--- config.mk ---
export PLATFORM = sky130hd
export DESIGN_NAME = alu_vec_sequencer_flat
export DESIGN_NICKNAME = d
export VERILOG_FILES = /design/src/rtl/alu_vec_sequencer_if.sv /design/src/rtl/alu_vec_sequencer.sv /design/src/flat_wrapper.sv
export SDC_FILE = /design/constraint.sdc
export NUM_CORES = 1
export LEC_CHECK = 0
export CAP_MARGIN = 25
export CORE_ASPECT_RATIO = 2
export CORE_UTILIZATION = 35
export CTS_BUF_LIST = sky130_fd_sc_hd__clkbuf_2 sky130_fd_sc_hd__clkbuf_4 sky130_fd_sc_hd__clkbuf_8
export CTS_CLUSTER_DIAMETER = 30
export CTS_CLUSTER_SIZE = 40
export DETAILED_ROUTE_END_ITERATION = 8
export PLACE_DENSITY = 0.78
export RECOVER_POWER = 100
export SLEW_MARGIN = 20
export SYNTH_ARGS = -nofsm -noshare
export SYNTH_HDL_FRONTEND = slang
export SYNTH_SLANG_ARGS = --single-unit
export TNS_END_PERCENT = 50
--- constraint.sdc ---
create_clock -name clk -period 3 [get_ports clk]
set_input_delay 0.6 -clock clk [delete_from_list [all_inputs] [get_ports clk]]
set_output_delay 0.6 -clock clk [all_outputs]
set_load 0.05 [all_outputs]
--- src/rtl/alu_vec_sequencer_if.sv ---
// ---------------------------------------------------------------------------
// alu_vec_sequencer_if
// Command/response bundle between upstream control logic and the ALU
// sequencer.
//   cmd_valid/cmd_ready   : command handshake
//   cmd_a/cmd_b/cmd_sel   : lane-packed operands and ALU opcode
//   rsp_valid/rsp_ready   : response handshake
//   rsp_data/rsp_carry    : captured ALU result and per-lane carry
//   rsp_gt/rsp_eq/rsp_lt  : captured per-lane compare flags
// Modports: master = upstream control, slave = sequencer.
// ---------------------------------------------------------------------------
interface alu_vec_sequencer_if #(
    parameter int WIDTH = 4,
    parameter int n_alu = 4,
    parameter int SEL_W = 3
);
    logic                     cmd_valid;
    logic                     cmd_ready;
    logic [n_alu*WIDTH-1:0]   cmd_a;
    logic [n_alu*WIDTH-1:0]   cmd_b;
    logic [SEL_W-1:0]         cmd_sel;
    logic                     rsp_valid;
    logic                     rsp_ready;
    logic [n_alu*WIDTH-1:0]   rsp_data;
    logic [n_alu-1:0]         rsp_carry;
    logic [n_alu-1:0]         rsp_gt;
    logic [n_alu-1:0]         rsp_eq;
    logic [n_alu-1:0]         rsp_lt;

    modport master (
        output cmd_valid, cmd_a, cmd_b, cmd_sel, rsp_ready,
        input  cmd_ready, rsp_valid, rsp_data, rsp_carry, rsp_gt, rsp_eq, rsp_lt
    );

    modport slave (
        input  cmd_valid, cmd_a, cmd_b, cmd_sel, rsp_ready,
        output cmd_ready, rsp_valid, rsp_data, rsp_carry, rsp_gt, rsp_eq, rsp_lt
    );
endinterface

--- src/rtl/alu_vec_sequencer.sv ---
// ---------------------------------------------------------------------------
// alu_vec_sequencer
// Command-side driver for the vector ALU. Takes one command at a time,
// presents it to the ALU with a single-cycle enable, waits the ALU pipeline
// latency, captures the result and flags, and hands them back upstream.
//
// Ports:
//   clk          : rising-edge clock
//   arst         : asynchronous active-low reset
//   cmd_rsp      : command/response handshakes (slave side)
//   alu_a/alu_b  : operands to the ALU, held between commands
//   alu_select   : opcode to the ALU, held between commands
//   alu_enable   : one-cycle strobe to the ALU
//   alu_data, alu_carry, alu_gt, alu_eq, alu_lt : ALU results
//   op_count     : completed-response counter (only with ALU_SEQ_CNT_EN)
//
// Build option: define ALU_SEQ_CNT_EN to add the 16-bit op_count port.
// ---------------------------------------------------------------------------
module alu_vec_sequencer #(
    parameter int WIDTH   = 4,
    parameter int n_alu   = 4,
    parameter int SEL_W   = 3,
    parameter int ALU_LAT = 1
) (
    input  logic                   clk,
    input  logic                   arst,
    alu_vec_sequencer_if.slave     cmd_rsp,
    output logic [n_alu*WIDTH-1:0] alu_a,
    output logic [n_alu*WIDTH-1:0] alu_b,
    output logic [SEL_W-1:0]       alu_select,
    output logic                   alu_enable,
    input  logic [n_alu*WIDTH-1:0] alu_data,
    input  logic [n_alu-1:0]       alu_carry,
    input  logic [n_alu-1:0]       alu_gt,
    input  logic [n_alu-1:0]       alu_eq,
    input  logic [n_alu-1:0]       alu_lt
`ifdef ALU_SEQ_CNT_EN
    ,
    output logic [15:0]            op_count
`endif
);

    localparam int DW    = n_alu * WIDTH;
    localparam int CNT_W = 4;
    // Counter loads LAT-1 so that LAT=1 captures on the first WAIT cycle.
    localparam logic [CNT_W-1:0] LAT_LOAD = CNT_W'(ALU_LAT - 1);

    typedef enum logic [1:0] {
        IDLE  = 2'd0,
        ISSUE = 2'd1,
        WAIT  = 2'd2,
        RESP  = 2'd3
    } state_t;

    state_t             state_q, state_d;
    logic [CNT_W-1:0]   cnt_q, cnt_d;
    logic [DW-1:0]      alu_a_q, alu_a_d;
    logic [DW-1:0]      alu_b_q, alu_b_d;
    logic [SEL_W-1:0]   alu_sel_q, alu_sel_d;
    logic [DW-1:0]      rsp_data_q, rsp_data_d;
    logic [n_alu-1:0]   rsp_carry_q, rsp_carry_d;
    logic [n_alu-1:0]   rsp_gt_q, rsp_gt_d;
    logic [n_alu-1:0]   rsp_eq_q, rsp_eq_d;
    logic [n_alu-1:0]   rsp_lt_q, rsp_lt_d;

    // Next-state and datapath capture
    always_comb begin
        state_d     = state_q;
        cnt_d       = cnt_q;
        alu_a_d     = alu_a_q;
        alu_b_d     = alu_b_q;
        alu_sel_d   = alu_sel_q;
        rsp_data_d  = rsp_data_q;
        rsp_carry_d = rsp_carry_q;
        rsp_gt_d    = rsp_gt_q;
        rsp_eq_d    = rsp_eq_q;
        rsp_lt_d    = rsp_lt_q;
        case (state_q)
            IDLE: begin
                if (cmd_rsp.cmd_valid) begin
                    alu_a_d   = cmd_rsp.cmd_a;
                    alu_b_d   = cmd_rsp.cmd_b;
                    alu_sel_d = cmd_rsp.cmd_sel;
                    state_d   = ISSUE;
                end
            end
            ISSUE: begin
                cnt_d   = LAT_LOAD;
                state_d = WAIT;
            end
            WAIT: begin
                if (cnt_q == '0) begin
                    rsp_data_d  = alu_data;
                    rsp_carry_d = alu_carry;
                    rsp_gt_d    = alu_gt;
                    rsp_eq_d    = alu_eq;
                    rsp_lt_d    = alu_lt;
                    state_d     = RESP;
                end else begin
                    cnt_d = cnt_q - 4'd1;
                end
            end
            RESP: begin
                if (cmd_rsp.rsp_ready) begin
                    state_d = IDLE;
                end
            end
            default: state_d = IDLE;
        endcase
    end

    // State and datapath registers
    always_ff @(posedge clk or negedge arst) begin
        if (!arst) begin
            state_q     <= IDLE;
            cnt_q       <= '0;
            alu_a_q     <= '0;
            alu_b_q     <= '0;
            alu_sel_q   <= '0;
            rsp_data_q  <= '0;
            rsp_carry_q <= '0;
            rsp_gt_q    <= '0;
            rsp_eq_q    <= '0;
            rsp_lt_q    <= '0;
        end else begin
            state_q     <= state_d;
            cnt_q       <= cnt_d;
            alu_a_q     <= alu_a_d;
            alu_b_q     <= alu_b_d;
            alu_sel_q   <= alu_sel_d;
            rsp_data_q  <= rsp_data_d;
            rsp_carry_q <= rsp_carry_d;
            rsp_gt_q    <= rsp_gt_d;
            rsp_eq_q    <= rsp_eq_d;
            rsp_lt_q    <= rsp_lt_d;
        end
    end

    // cmd_ready is gated by arst so it reads 0 for the whole reset pulse.
    assign cmd_rsp.cmd_ready = (state_q == IDLE) && arst;
    assign cmd_rsp.rsp_valid = (state_q == RESP);
    assign alu_enable        = (state_q == ISSUE);
    assign alu_a             = alu_a_q;
    assign alu_b             = alu_b_q;
    assign alu_select        = alu_sel_q;
    assign cmd_rsp.rsp_data  = rsp_data_q;
    assign cmd_rsp.rsp_carry = rsp_carry_q;
    assign cmd_rsp.rsp_gt    = rsp_gt_q;
    assign cmd_rsp.rsp_eq    = rsp_eq_q;
    assign cmd_rsp.rsp_lt    = rsp_lt_q;

`ifdef ALU_SEQ_CNT_EN
    logic [15:0] op_count_q, op_count_d;

    // Free-running count of completed response handshakes; wraps naturally.
    always_comb begin
        op_count_d = op_count_q;
        if (cmd_rsp.rsp_valid && cmd_rsp.rsp_ready) begin
            op_count_d = op_count_q + 16'd1;
        end
    end

    always_ff @(posedge clk or negedge arst) begin
        if (!arst) begin
            op_count_q <= '0;
        end else begin
            op_count_q <= op_count_d;
        end
    end

    assign op_count = op_count_q;
`endif

endmodule

--- src/flat_wrapper.sv ---
// flat-port wrapper written by rule: the top's interface ports become plain ports
module alu_vec_sequencer_flat 
#(
    parameter int WIDTH   = 4,
    parameter int n_alu   = 4,
    parameter int SEL_W   = 3,
    parameter int ALU_LAT = 1
)
  (clk, arst, alu_a, alu_b, alu_select, alu_enable, alu_data, alu_carry, alu_gt, alu_eq, alu_lt, cmd_rsp_cmd_valid, cmd_rsp_cmd_a, cmd_rsp_cmd_b, cmd_rsp_cmd_sel, cmd_rsp_rsp_ready, cmd_rsp_cmd_ready, cmd_rsp_rsp_valid, cmd_rsp_rsp_data, cmd_rsp_rsp_carry, cmd_rsp_rsp_gt, cmd_rsp_rsp_eq, cmd_rsp_rsp_lt);
  alu_vec_sequencer_if #(.WIDTH(WIDTH), .n_alu(n_alu), .SEL_W(SEL_W)) cmd_rsp_i ();
  input  logic clk;
  input  logic arst;
  output logic [n_alu*WIDTH-1:0] alu_a;
  output logic [n_alu*WIDTH-1:0] alu_b;
  output logic [SEL_W-1:0] alu_select;
  output logic alu_enable;
  input  logic [n_alu*WIDTH-1:0] alu_data;
  input  logic [n_alu-1:0] alu_carry;
  input  logic [n_alu-1:0] alu_gt;
  input  logic [n_alu-1:0] alu_eq;
  input  logic [n_alu-1:0] alu_lt;
  input wire logic [$bits(cmd_rsp_i.cmd_valid)-1:0] cmd_rsp_cmd_valid;
  input wire logic [$bits(cmd_rsp_i.cmd_a)-1:0] cmd_rsp_cmd_a;
  input wire logic [$bits(cmd_rsp_i.cmd_b)-1:0] cmd_rsp_cmd_b;
  input wire logic [$bits(cmd_rsp_i.cmd_sel)-1:0] cmd_rsp_cmd_sel;
  input wire logic [$bits(cmd_rsp_i.rsp_ready)-1:0] cmd_rsp_rsp_ready;
  output wire logic [$bits(cmd_rsp_i.cmd_ready)-1:0] cmd_rsp_cmd_ready;
  output wire logic [$bits(cmd_rsp_i.rsp_valid)-1:0] cmd_rsp_rsp_valid;
  output wire logic [$bits(cmd_rsp_i.rsp_data)-1:0] cmd_rsp_rsp_data;
  output wire logic [$bits(cmd_rsp_i.rsp_carry)-1:0] cmd_rsp_rsp_carry;
  output wire logic [$bits(cmd_rsp_i.rsp_gt)-1:0] cmd_rsp_rsp_gt;
  output wire logic [$bits(cmd_rsp_i.rsp_eq)-1:0] cmd_rsp_rsp_eq;
  output wire logic [$bits(cmd_rsp_i.rsp_lt)-1:0] cmd_rsp_rsp_lt;
  assign cmd_rsp_i.cmd_valid = cmd_rsp_cmd_valid;
  assign cmd_rsp_i.cmd_a = cmd_rsp_cmd_a;
  assign cmd_rsp_i.cmd_b = cmd_rsp_cmd_b;
  assign cmd_rsp_i.cmd_sel = cmd_rsp_cmd_sel;
  assign cmd_rsp_i.rsp_ready = cmd_rsp_rsp_ready;
  assign cmd_rsp_cmd_ready = cmd_rsp_i.cmd_ready;
  assign cmd_rsp_rsp_valid = cmd_rsp_i.rsp_valid;
  assign cmd_rsp_rsp_data = cmd_rsp_i.rsp_data;
  assign cmd_rsp_rsp_carry = cmd_rsp_i.rsp_carry;
  assign cmd_rsp_rsp_gt = cmd_rsp_i.rsp_gt;
  assign cmd_rsp_rsp_eq = cmd_rsp_i.rsp_eq;
  assign cmd_rsp_rsp_lt = cmd_rsp_i.rsp_lt;
  alu_vec_sequencer #(.WIDTH(WIDTH), .n_alu(n_alu), .SEL_W(SEL_W), .ALU_LAT(ALU_LAT)) u_core (.clk(clk), .arst(arst), .cmd_rsp(cmd_rsp_i), .alu_a(alu_a), .alu_b(alu_b), .alu_select(alu_select), .alu_enable(alu_enable), .alu_data(alu_data), .alu_carry(alu_carry), .alu_gt(alu_gt), .alu_eq(alu_eq), .alu_lt(alu_lt));
endmodule
After elaboration in Yosys (flattened, before gate mapping)
Index checks and enable logic that the tools add are counted.
W data, S select, Z words.

word-level totals
  input bits = 71
  register bits after elaboration = 73

cells by class
  muxes and demuxes = 6
  reductions and logical operators = 8
  equality and inequality tests = 7
  add/subtract/negate cells = 1

operators with widths
  kind                   count
  $pmux W2 S4            1
  $pmux W4 S2            1
  $mux W2                3
  $ne A2 B2 Y1 const B   3
  $reduce_and A2 Y1      3
  $eq A2 B2 Y1 const B   2
  $logic_not A4 Y1       1
  $mux W4                1
  $sub A4 B1 Y4 const B  1
  $reduce_and A3 Y1      1
  $eq A2 B1 Y1 const B   1
  $logic_not A2 Y1       1
  $ne A2 B1 Y1 const B   1
  $reduce_bool A2 Y1     1
  $logic_and A1 B1 Y1    1

Depth between registers and ports, before layout
  depth in word-level cells = 3
  gate-level depth with buffers = 7

Worst setup path after synthesis
Ideal clock, no wire load.

  path kind = register -> register
  from = register u_core.state_q[0]
  to = register u_core.rsp_carry_q[0] (netlist: u_core.cmd_rsp.rsp_carry[0])
  path buffers = 3
  setup time = 0.128 ns
  arrival = 1.633 ns
  path slack = 1.239 ns
  clock period less this slack = 1.761 ns
  stages on the path, launching flop included = 8
  required time = 2.872 ns
  cells stage by stage = dfrtp_1 > inv_1 > ha_1 > buf_6 > and4bb_1 > clkbuf_1 > buf_4 > mux2_1

between the ends
  word-level cells in the longest chain between the ends = 2

ends and longest elaborated chain
  what                                RTL line                  RTL
  start: declaration                  alu_vec_sequencer.sv:55   state_t state_q, state_d;
  start signal: assignment            alu_vec_sequencer.sv:126  state_q <= state_d;
  $eq A2 B2 Y1                        alu_vec_sequencer.sv:78   case (state_q)
  $reduce_and A2 Y1 (no source line)  -
  end signal: assignment              alu_vec_sequencer.sv:132  rsp_carry_q <= rsp_carry_d;
  end: declaration                    alu_vec_sequencer.sv:61   logic [n_alu-1:0] rsp_carry_q, rsp_carry_d;

No other way between the ends.
A chain may end at the register's enable or synchronous reset.

Worst setup path in the final report
  from = register u_core.state_q[1]
  to = output alu_enable

between the ends
  word-level cells in the longest chain between the ends = 1

ends and longest elaborated chain
  what              RTL line                  RTL
  $eq A2 B1 Y1      alu_vec_sequencer.sv:142  assign alu_enable = (state_q == ISSUE);
  end: declaration  flat_wrapper.sv:16        output logic alu_enable;

No other way between the ends.

==> results.md <==
* GR Util met1 at 16.32%
* Detail-routed via count per cell at 4.681
* Area of the core region at 8000 µm²
* Transition time at the pin with the least slew margin at 1.751 ns
* Via count at 2,013
* Count of unique library cells instantiated by Yosys at 26
* Latest clock arrival within the worst-skew pair at 0.34 ns
* Antenna violations before repair at 0
* Die Footprint at 8665 µm²
* Top Ports at 141
* Port Buffers at 140
* Detailed placement HPWL at 5173 µm
* Global router's overall resource usage at 16.73%
* Maximum frequency from static timing analysis at 392.2 MHz
* Hold Path Stages at 1
* GRT Max-Usage Layer: met2
* Number of failing hold endpoints at the final stage at 0
* Remaining DRCs at 0
* Critical path data arrival time at 1.95 ns
* Number of cells produced by synthesis at 183
* Initial Utilization at 36.21%
* Leading cell type by number of instances after synthesis: sky130_fd_sc_hd__dfrtp_1
* Delay of the slowest critical-path stage at 0.90 ns
* TritonCTS clock tree: yes
* Remaining number of nets flagged by the antenna check after routing at 0
* Cell chain of the critical path: inv_1 > ha_1 > dlygate4sd3_1
* Via count of the first global-routing pass at 2,154
* Met2 layer usage reported by global route at 30.79%
* Initial detailed-routing violation count at 83
* Synthesized flop and latch total at 73
* Row count at 46
* Sort of element at the end of the critical path: output port
* Fin crit period at 2.550 ns
* Setup clock skew after layout at 0.006846 ns
* Category of the worst setup path launch point: flop
* Post-route clock period utilization at 85.00%
* Share of layout cells above drive strength 1 at 14.37%
* Failing checks: capacitance limit, slew limit
* Met3 usage in global routing at 4.340%
* Fraction of the yosys area taken by sequential cells at 63.07%
* Critical hold path startpoint: u_core.cmd_rsp.rsp_data[3]$_DFFE_PN0P_
* Height of the chip at 130.7 µm
* Hold WC Path Type: flop to flop
* Wire length after detailed routing at 6740 µm
* Synthesized area per cell at 15.83 µm²
* Slew headroom at -16.74%
* Area contributors post-synth: sky130_fd_sc_hd__dfrtp_1, sky130_fd_sc_hd__mux2_1, sky130_fd_sc_hd__mux2_2
* Placer's final routability congestion estimate at 0.7522
* Maximum net fanout on the critical path at 4
* Fill cell total of the finished layout at 675
* Cell taking the most area after synthesis: sky130_fd_sc_hd__dfrtp_1
* Worst R2R Setup Slack at 0.75 ns
* List of most frequent post-synthesis cells: sky130_fd_sc_hd__dfrtp_1, sky130_fd_sc_hd__mux2_1, sky130_fd_sc_hd__mux2_2
* EDFF count, synth at 0
* Maximum number of pins on one net before global-route repair at 74
* Type of the worst setup path: flop to output port
* Total congestion overflow after global routing at 0
* Post-CTS setup buffer count at 0
* Result of the run: finished with violations
* Routed length per placed instance at 15.67 µm
* Cell with the largest stage delay on the worst path: sky130_fd_sc_hd__dlygate4sd3_1
* Nets in the synthesized netlist at 260
* Total number of nets in the final design at 406
* Capture point of the worst reg-to-reg path: u_core.cmd_rsp.rsp_data[11]$_DFFE_PN0P_
* Area Growth Syn to Fin at 58.27%
* Iteration count of the initial detailed-routing pass at 4
* Critical path data required time at 2.40 ns
* Number of clock sinks at 73
* Post-CTS Hold Fix Bufs at 0
* Logic depth of the worst register-to-register path at 5
* Number of CTS-inserted buffers at 9
* Count of instances resized after the clock tree is built at 0
* Startpoint of the worst-slack reg-to-reg timing path: u_core.state_q[0]$_DFFE_PN0P_
* Die X at 66.33 µm
* Final setup violation count at 0
* Maximum clock insertion buffer count at 2
* Cell chosen for the clock root: sky130_fd_sc_hd__clkbuf_8
* Reg clk slew, reported paths at 0.07 ns
* Final sum of negative setup slack at 0 ns
* Global-route wire length before repair at 10,420 µm
* Max-slew violation total from the final report at 74
* Yosys warning total at 0
* Cell area after synthesis at 2897 µm²
* Count of antenna diodes in the layout at 0
* Unrepaired setup endpoints after global routing: false
* Proportion of register bits with asynchronous set or reset after synthesis at 100.0%
* Area share of the largest cell type after synthesis at 63.07%
* Synth Flop Type: sky130_fd_sc_hd__dfrtp_1
* Total of max-cap violations at 1
* Hold Path End: u_core.cmd_rsp.rsp_data[3]$_DFFE_PN0P_
* Maximum level of the CTS H-tree at 3
==> worst max path at each step <==
stage,startpoint,to,depth (start not counted)
2_1_floorplan,u_core.state_q[0]$_DFFE_PN0P_,u_core.cmd_rsp.rsp_carry[0]$_DFFE_PN0P_,7
3_3_place_gp,cmd_rsp_cmd_valid,u_core.alu_b[1]$_DFFE_PN0P_,4
3_5_place_dp,cmd_rsp_cmd_valid,u_core.alu_select[2]$_DFFE_PN0P_,4
4_1_cts,u_core.state_q[1]$_DFFE_PN0P_,alu_enable,3
5_1_grt,u_core.state_q[1]$_DFFE_PN0P_,alu_enable,3
6_report,u_core.state_q[1]$_DFFE_PN0P_,alu_enable,3
==> cell type report <==
class	instances	area [µm²]	share of cell area [%]
repair buffers	143	1420	30.98
inverters	6	23.77	0.5186
clock inverters	3	40.04	0.8734
clock buffers	13	160.2	3.493
flip-flops and latches	73	1827	39.85
well taps	96	120.1	2.620
multi-input cells	96	993.5	21.67
==> layer usage <==
layer	part of all wire, %	wire, µm	up-vias
li1	-	-	931
met1	33	2214	992
met2	59	3991	78
met3	5.1	344	12
met4	2.8	190	0
met5	0	0	-
==> logic make-up after synthesis <==
logic type,synth area share [%]
AO/OA/AOI/OAI,1.253
adder cells (fa/ha/maj),2.592
buffers and inverters,2.635
flip-flops,63.07
multiplexers,27.13
AND/OR/NAND/NOR,3.326
==> layout by cell type (no fill, tap or decap), drive strengths merged <==
cell	netlist	routed
dfrtp	73	73
clkdlybuf4s50	0	69
dlygate4sd3	0	69
mux2	68	68
clkbuf	1	17
nand2	6	6
ha	6	6
inv	5	5
mux2i	2	2
clkinv	0	2
and2	1	1
and4bb	1	1
clkinvlp	1	1
or3b	1	1
a222oi	1	1
nand2b	1	1
nand3	1	1
nand4b	1	1
nor2	1	1
a22oi	1	1
a2bb2oi	1	1
or3	1	1
nor4b	1	1
nor3b	1	1
a311o	1	1
bufinv	0	1
buf	7	1
==> critical path: cells and delay by family (launching register included) <==
family	cells	cell delay, ns
adder cells (fa/ha/maj)	1	0.19
buffers and inverters	2	1.01
flip-flops	1	0.41
==> sequential cells by signal, indices dropped and copies added, names as in the netlist <==
signal and cells:
u_core.alu_a 16, u_core.alu_b 16, u_core.alu_select 3, u_core.cmd_rsp.rsp_carry 4, u_core.cmd_rsp.rsp_data 16, u_core.cmd_rsp.rsp_eq 4
u_core.cmd_rsp.rsp_gt 4, u_core.cmd_rsp.rsp_lt 4, u_core.cnt_q 4, u_core.state_q 2
==> metrics by stage <==
step,hold slack [ns],cells,util (%),worst slack (ns),cell area (µm²)
3_5_place_dp,0.4751,414,55.10,0.7697,4408
2_1_floorplan,0.3044,183,-,1.239,2897
4_1_cts,0.4919,430,57.60,0.4731,4608
5_1_grt,0.5006,430,57.30,0.3557,4584
3_3_place_gp,0.4680,414,55.10,0.8066,4408
6_report,0.4800,430,57.30,0.4501,4584
Power is not shown: default switching activity piles up to over one toggle a cycle in this logic, so the estimate is an artifact.
